--- config.mk ---
export PLATFORM = sky130hd
export DESIGN_NAME = apu_dmc_reader_flat
export DESIGN_NICKNAME = d
export VERILOG_FILES = /design/src/rtl/apu_dmc_reader_if.sv /design/src/rtl/apu_dmc_reader.sv /design/src/flat_wrapper.sv
export SDC_FILE = /design/constraint.sdc
export NUM_CORES = 1
export LEC_CHECK = 0
export ABC_AREA = 0
export BUFFER_PORTS_ARGS = -buffer_cell sky130_fd_sc_hd__buf_4
export CAP_MARGIN = 20
export CORE_UTILIZATION = 45
export CTS_CLUSTER_SIZE = 8
export DETAILED_ROUTE_END_ITERATION = 16
export PLACE_DENSITY = 0.7
export SLEW_MARGIN = 10
export SYNTH_ARGS = -nofsm -noshare
export SYNTH_HDL_FRONTEND = slang
export SYNTH_SLANG_ARGS = --single-unit
--- constraint.sdc ---
create_clock -name clk -period 2.66 [get_ports clk]
set_clock_uncertainty 0.05 [all_clocks]
set_input_delay 0.399 -clock clk [delete_from_list [all_inputs] [get_ports clk]]
set_output_delay 0.399 -clock clk [all_outputs]
set_load 0.01 [all_outputs]
--- src/rtl/apu_dmc_reader_if.sv ---
// Signal bundle between the DMC memory reader and its CPU, DMA and output-unit neighbours.
// The slave modport is the reader's view; the master modport is the surrounding logic.

interface apu_dmc_reader_if;
  logic        ce;
  logic        reg_write;
  logic [1:0]  reg_addr;
  logic [7:0]  reg_data;
  logic        ctrl_write;
  logic        dmc_ack;
  logic [7:0]  data_from_ram;
  logic        buffer_take;
  logic        dmc_trigger;
  logic [15:0] dmc_dma_addr;
  logic [7:0]  sample_byte;
  logic        buffer_full;
  logic [3:0]  rate_index;
  logic        dmc_active;
  logic        irq;

  modport slave (
    input  ce,
    input  reg_write,
    input  reg_addr,
    input  reg_data,
    input  ctrl_write,
    input  dmc_ack,
    input  data_from_ram,
    input  buffer_take,
    output dmc_trigger,
    output dmc_dma_addr,
    output sample_byte,
    output buffer_full,
    output rate_index,
    output dmc_active,
    output irq
  );

  modport master (
    output ce,
    output reg_write,
    output reg_addr,
    output reg_data,
    output ctrl_write,
    output dmc_ack,
    output data_from_ram,
    output buffer_take,
    input  dmc_trigger,
    input  dmc_dma_addr,
    input  sample_byte,
    input  buffer_full,
    input  rate_index,
    input  dmc_active,
    input  irq
  );
endinterface

--- src/rtl/apu_dmc_reader.sv ---
// APU DMC memory reader: sample address/length registers, DMA request and one-byte buffer.
// Define APU_DMC_IRQ_EN to build the DMC interrupt; otherwise irq is tied low.

module apu_dmc_reader (
  input logic             clk,
  input logic             reset,
  apu_dmc_reader_if.slave bus
);

  logic [15:0] addr_q, addr_d;
  logic [11:0] remaining_q, remaining_d;
  logic [7:0]  sample_q, sample_d;
  logic        full_q, full_d;
  logic        loop_q, loop_d;
  logic [3:0]  rate_q, rate_d;
  logic [7:0]  start_q, start_d;
  logic [7:0]  len_q, len_d;

  logic        trigger;
  logic        fetch;
  logic        last_fetch;
  logic        ctrl_en;
  logic        ctrl_dis;
  logic        restart;
  logic [15:0] start_addr;
  logic [11:0] start_len;

  assign start_addr = 16'hC000 + {2'b00, start_q, 6'b000000};
  assign start_len  = {len_q, 4'b0000} + 12'd1;

  assign trigger    = !full_q && (remaining_q != 12'd0);
  assign fetch      = bus.ce && bus.dmc_ack && trigger;
  assign last_fetch = fetch && (remaining_q == 12'd1);
  assign ctrl_en    = bus.ce && bus.ctrl_write && bus.reg_data[4];
  assign ctrl_dis   = bus.ce && bus.ctrl_write && !bus.reg_data[4];
  // An enable only restarts an idle channel; a running sample is left alone.
  assign restart    = (ctrl_en && (remaining_q == 12'd0)) || (last_fetch && loop_q);

  always_comb begin
    addr_d      = addr_q;
    remaining_d = remaining_q;
    sample_d    = sample_q;
    full_d      = full_q;
    loop_d      = loop_q;
    rate_d      = rate_q;
    start_d     = start_q;
    len_d       = len_q;

    if (bus.ce && bus.buffer_take) begin
      full_d = 1'b0;
    end

    if (fetch) begin
      sample_d    = bus.data_from_ram;
      full_d      = 1'b1;
      addr_d      = (addr_q == 16'hFFFF) ? 16'h8000 : addr_q + 16'd1;
      remaining_d = remaining_q - 12'd1;
    end

    // Restart reads the pre-write start/length, so same-edge register writes apply next time.
    if (restart) begin
      addr_d      = start_addr;
      remaining_d = start_len;
    end

    if (ctrl_dis) begin
      remaining_d = 12'd0;
    end

    if (bus.ce && bus.reg_write) begin
      unique case (bus.reg_addr)
        2'd0: begin
          loop_d = bus.reg_data[6];
          rate_d = bus.reg_data[3:0];
        end
        2'd1: ;
        2'd2: start_d = bus.reg_data;
        2'd3: len_d   = bus.reg_data;
        default: ;
      endcase
    end
  end

  always_ff @(posedge clk or posedge reset) begin
    if (reset) begin
      addr_q      <= 16'hC000;
      remaining_q <= 12'd0;
      sample_q    <= 8'h00;
      full_q      <= 1'b0;
      loop_q      <= 1'b0;
      rate_q      <= 4'd0;
      start_q     <= 8'h00;
      len_q       <= 8'h00;
    end else begin
      addr_q      <= addr_d;
      remaining_q <= remaining_d;
      sample_q    <= sample_d;
      full_q      <= full_d;
      loop_q      <= loop_d;
      rate_q      <= rate_d;
      start_q     <= start_d;
      len_q       <= len_d;
    end
  end

`ifdef APU_DMC_IRQ_EN
  logic irq_q, irq_d;
  logic irq_en_q, irq_en_d;
  logic irq_clear;

  assign irq_clear = bus.ce && (bus.ctrl_write ||
                     (bus.reg_write && (bus.reg_addr == 2'd0) && !bus.reg_data[7]));

  always_comb begin
    irq_d    = irq_q;
    irq_en_d = irq_en_q;
    if (bus.ce && bus.reg_write && (bus.reg_addr == 2'd0)) begin
      irq_en_d = bus.reg_data[7];
    end
    if (last_fetch && !loop_q && irq_en_q) begin
      irq_d = 1'b1;
    end
    // Clear wins over a same-edge set.
    if (irq_clear) begin
      irq_d = 1'b0;
    end
  end

  always_ff @(posedge clk or posedge reset) begin
    if (reset) begin
      irq_q    <= 1'b0;
      irq_en_q <= 1'b0;
    end else begin
      irq_q    <= irq_d;
      irq_en_q <= irq_en_d;
    end
  end

  assign bus.irq = irq_q;
`else
  assign bus.irq = 1'b0;
`endif

  assign bus.dmc_trigger  = trigger;
  assign bus.dmc_dma_addr = addr_q;
  assign bus.sample_byte  = sample_q;
  assign bus.buffer_full  = full_q;
  assign bus.rate_index   = rate_q;
  assign bus.dmc_active   = (remaining_q != 12'd0);

endmodule

--- src/flat_wrapper.sv ---
// flat-port wrapper written by rule: the top's interface ports become plain ports
module apu_dmc_reader_flat 
  (clk, reset, bus_ce, bus_reg_write, bus_reg_addr, bus_reg_data, bus_ctrl_write, bus_dmc_ack, bus_data_from_ram, bus_buffer_take, bus_dmc_trigger, bus_dmc_dma_addr, bus_sample_byte, bus_buffer_full, bus_rate_index, bus_dmc_active, bus_irq);
  apu_dmc_reader_if bus_i ();
  input logic clk;
  input logic reset;
  input wire logic [$bits(bus_i.ce)-1:0] bus_ce;
  input wire logic [$bits(bus_i.reg_write)-1:0] bus_reg_write;
  input wire logic [$bits(bus_i.reg_addr)-1:0] bus_reg_addr;
  input wire logic [$bits(bus_i.reg_data)-1:0] bus_reg_data;
  input wire logic [$bits(bus_i.ctrl_write)-1:0] bus_ctrl_write;
  input wire logic [$bits(bus_i.dmc_ack)-1:0] bus_dmc_ack;
  input wire logic [$bits(bus_i.data_from_ram)-1:0] bus_data_from_ram;
  input wire logic [$bits(bus_i.buffer_take)-1:0] bus_buffer_take;
  output wire logic [$bits(bus_i.dmc_trigger)-1:0] bus_dmc_trigger;
  output wire logic [$bits(bus_i.dmc_dma_addr)-1:0] bus_dmc_dma_addr;
  output wire logic [$bits(bus_i.sample_byte)-1:0] bus_sample_byte;
  output wire logic [$bits(bus_i.buffer_full)-1:0] bus_buffer_full;
  output wire logic [$bits(bus_i.rate_index)-1:0] bus_rate_index;
  output wire logic [$bits(bus_i.dmc_active)-1:0] bus_dmc_active;
  output wire logic [$bits(bus_i.irq)-1:0] bus_irq;
  assign bus_i.ce = bus_ce;
  assign bus_i.reg_write = bus_reg_write;
  assign bus_i.reg_addr = bus_reg_addr;
  assign bus_i.reg_data = bus_reg_data;
  assign bus_i.ctrl_write = bus_ctrl_write;
  assign bus_i.dmc_ack = bus_dmc_ack;
  assign bus_i.data_from_ram = bus_data_from_ram;
  assign bus_i.buffer_take = bus_buffer_take;
  assign bus_dmc_trigger = bus_i.dmc_trigger;
  assign bus_dmc_dma_addr = bus_i.dmc_dma_addr;
  assign bus_sample_byte = bus_i.sample_byte;
  assign bus_buffer_full = bus_i.buffer_full;
  assign bus_rate_index = bus_i.rate_index;
  assign bus_dmc_active = bus_i.dmc_active;
  assign bus_irq = bus_i.irq;
  apu_dmc_reader u_core (.clk(clk), .reset(reset), .bus(bus_i));
endmodule
==> results.json <==
{
  "p_leak_nw": 1.69,
  "maxSlewHeadroom_pct": 46.2,
  "swShare_pct": 37.4,
  "clkPwrFrac_pct": 23.3,
  "num_vias": 2651,
  "top_usage_layer": "met2",
  "clock_path_buffers": 2,
  "finalCoreUtilization_pct": 60.3,
  "cts_tree": "done",
  "peakVddDrop_v": 0.000628,
  "drt-total-wl_microns": 7410,
  "first_global_vias": 2531,
  "area_growth_pct": 28.0,
  "use_met2_pct": 34.1,
  "cts.htree.levels": 3,
  "critPathRequiredTime_ns": 2.21,
  "die_h_microns": 83.8,
  "synthDistinctLibCells": 51,
  "gp_congestion": 0.840,
  "power.switching_mw": 1.66,
  "grt_pass1_wl_microns": 12500,
  "cts_made_buffers": 9,
  "synthArstFlopShare_pct": 100,
  "finalSetupTns_ns": 0,
  "fmax_ghz": 0.404,
  "end_kind": "output port",
  "seq_power_share_pct": 33.7,
  "fin_crit_sh_pct": 92.9,
  "fin_area_sq_um": 3850,
  "worst_ep_arrival_time_ns": 2.02,
  "met3_usage_pct": 5.14,
  "clk-insertion-delay-late_ns": 0.33,
  "grt_max_degree": 59,
  "hp-class": "primary input to asynchronous set/reset pin",
  "root_buffer": "clkbuf_8",
  "tightest_slew_ns": 0.805,
  "dieArea_sq_um": 7020,
  "core_area_sq_um": 6390,
  "maxCapViolCount": 0,
  "placed_area_sq_um": 3600,
  "p_int_mw": 2.77,
  "grt_usage_pct": 22.5,
  "synth_edf_count": 0,
  "dr.pass1.iters": 5,
  "power.density_nw_per_um2": 1150,
  "path_clk_slew_ns": 0.07,
  "criticalPathCategory": "register to output port",
  "wl_per_cell_microns": 16.6,
  "grt.overflow.total": 0,
  "cp_max_fo": 5,
  "place_hpwl_microns": 5280,
  "cp-start-kind": "register",
  "antenna_found_initial": 0,
  "drtIter0Drc": 217,
  "grt_use_met1_pct": 31.8,
  "via_per_inst": 5.93,
  "synthFlopType": "dfrtp_1",
  "ios": 57,
  "synthesis.area_sq_um": 3010,
  "die_x_microns": 83.8,
  "synth_seq_cells": 58,
  "cts_setup_buffers": 0,
  "status": "finished, final reports clean",
  "ys_seq_area_share_pct": 48.3,
  "start_util_pct": 47.1,
  "grt_setup_unrepaired": "false",
  "diodes": 0,
  "hold_viol_final": 0,
  "yosys_warnings": 0,
  "final_max_slew_viol_count": 0,
  "setup_viol": 0,
  "drive_above_1_share_pct": 34.9,
  "min_period_ns": 2.47,
  "syn_inst": 294,
  "io_buffers": 55,
  "comb_power_share_pct": 43.0,
  "syn-num-nets": 322,
  "nNetsFinal": 393,
  "syn-mean-instance-area_sq_um": 10.2,
  "rows": 29,
  "cts_sinks": 58,
  "detail-route-antenna-nets": 0,
  "drc_errors": 0
}
==> layout by cell type (no fill, tap or decap), drive strengths merged, types with 4 or more instances in the layout <==
cell type and n:
a2111oi 5, a211oi 6, a21oi 29, and3 4
buf 72, clkbuf 12, dfrtp 56, inv 12
mux2 32, nand2 25, nand3 10, nand4 5
nor2 16, nor3 5, o21ai 18, o22ai 8
o2bb2ai 6, or3 4
==> power by group through the flow <==
stage | sequential, mW | clock (mW) | combinational, mW
6_report | 1.49 | 1.03 | 1.90
5_1_grt | 1.54 | 1.08 | 2.07
4_1_cts | 1.49 | 1.05 | 1.89
3_5_place_dp | 1.50 | 0 | 1.87
3_3_place_gp | 1.49 | 0 | 1.85
2_1_floorplan | 1.52 | 0 | 1.07
==> critical path, cell delays in order (launching register included) <==
cell,delay [ns]
dfrtp_1,0.41
or4_1,0.59
nor4_4,0.33
buf_4,0.19
nor2_1,0.04
buf_4,0.14
==> path summary, 6_finish.rpt <==
check,start,to,slack [ns],depth (start not counted)
setup / recovery,u_core.remaining_q[8],bus_dmc_trigger,0.19,5
hold / removal,reset,u_core.bus.dmc_dma_addr[1],0.08,3
hold reg to reg,u_core.bus.sample_byte[6],u_core.bus.sample_byte[6],0.46,1
min in group clk,bus_data_from_ram[4],u_core.bus.sample_byte[4],0.26,2
setup reg to reg,u_core.remaining_q[8],u_core.bus.dmc_dma_addr[5],0.19,5
max in group asynchronous,reset,u_core.bus.dmc_dma_addr[15],2.18,3
==> cell families (layout without fill, tap and decap cells) <==
family | count (synthesis) | count (layout) | share of synthesized area, %
simple gates | 85 | 85 | 15.2
mux | 33 | 33 | 12.4
flops | 58 | 58 | 48.3
compound gates | 90 | 90 | 19.1
buf+inv | 24 | 100 | 3.57
other cells | 1 | 1 | 0.125
fa+ha+maj | 3 | 3 | 1.25
==> area by class of cell <==
cell class / instances / area, sq um
multi-input cells: 212 / 1450
fillers: 552 / 2530
clock inverters: 4 / 97.6
repair buffers: 72 / 553
inverters: 12 / 45.0
clock buffers: 12 / 155
flip-flops and latches: 58 / 1450
well taps: 77 / 96.3
==> flip-flops by register name, summed over array words and instances (netlist names) <==
register                 flops
u_core.start_q               8
u_core.len_q                 8
u_core.remaining_q          12
u_core.bus.dmc_dma_addr     16
u_core.bus.rate_index        4
u_core.bus.buffer_full       1
u_core.bus.sample_byte       8
u_core.loop_q                1
==> cell usage after synthesis (6+ instances only) <==
library cell  count  area, sq um
dfrtp_1          56         1400
mux2_2           31          349
a21oi_1          29          145
nand2_1          25         93.8
o21ai_0          17         85.1
nor2_1           14         52.6
inv_1            12         45.0
nand3_1          10         50.1
o22ai_1           8         50.1
a211oi_1          6         45.0
o2bb2ai_1         6         52.6
==> per-stage QoR <==
step	setup slack [ns]	power [mW]	instances	hold slack, ns
after global placement	0.219	3.34	431	0.440
after global routing	0.0836	4.70	447	0.0965
after CTS	0.115	4.42	447	0.0847
final	0.188	4.43	447	0.0763
after detailed placement	0.172	3.37	431	0.444
after floorplan	0.0490	2.58	294	0.425
==> layer usage <==
layer	vias up	share of wire, %
met3	6	6.3
met1	1306	47
met4	0	0.77
li1	1247	-
met5	-	0
met2	92	46
==> what timing repair did <==
action | 4_1_cts | 5_1_grt
gates resized for setup | 0 | 1
endpoints found under the setup margin | 0 | 1
hold buffers | 0 | 0
Note: power is estimated with default switching activity, not from simulation.
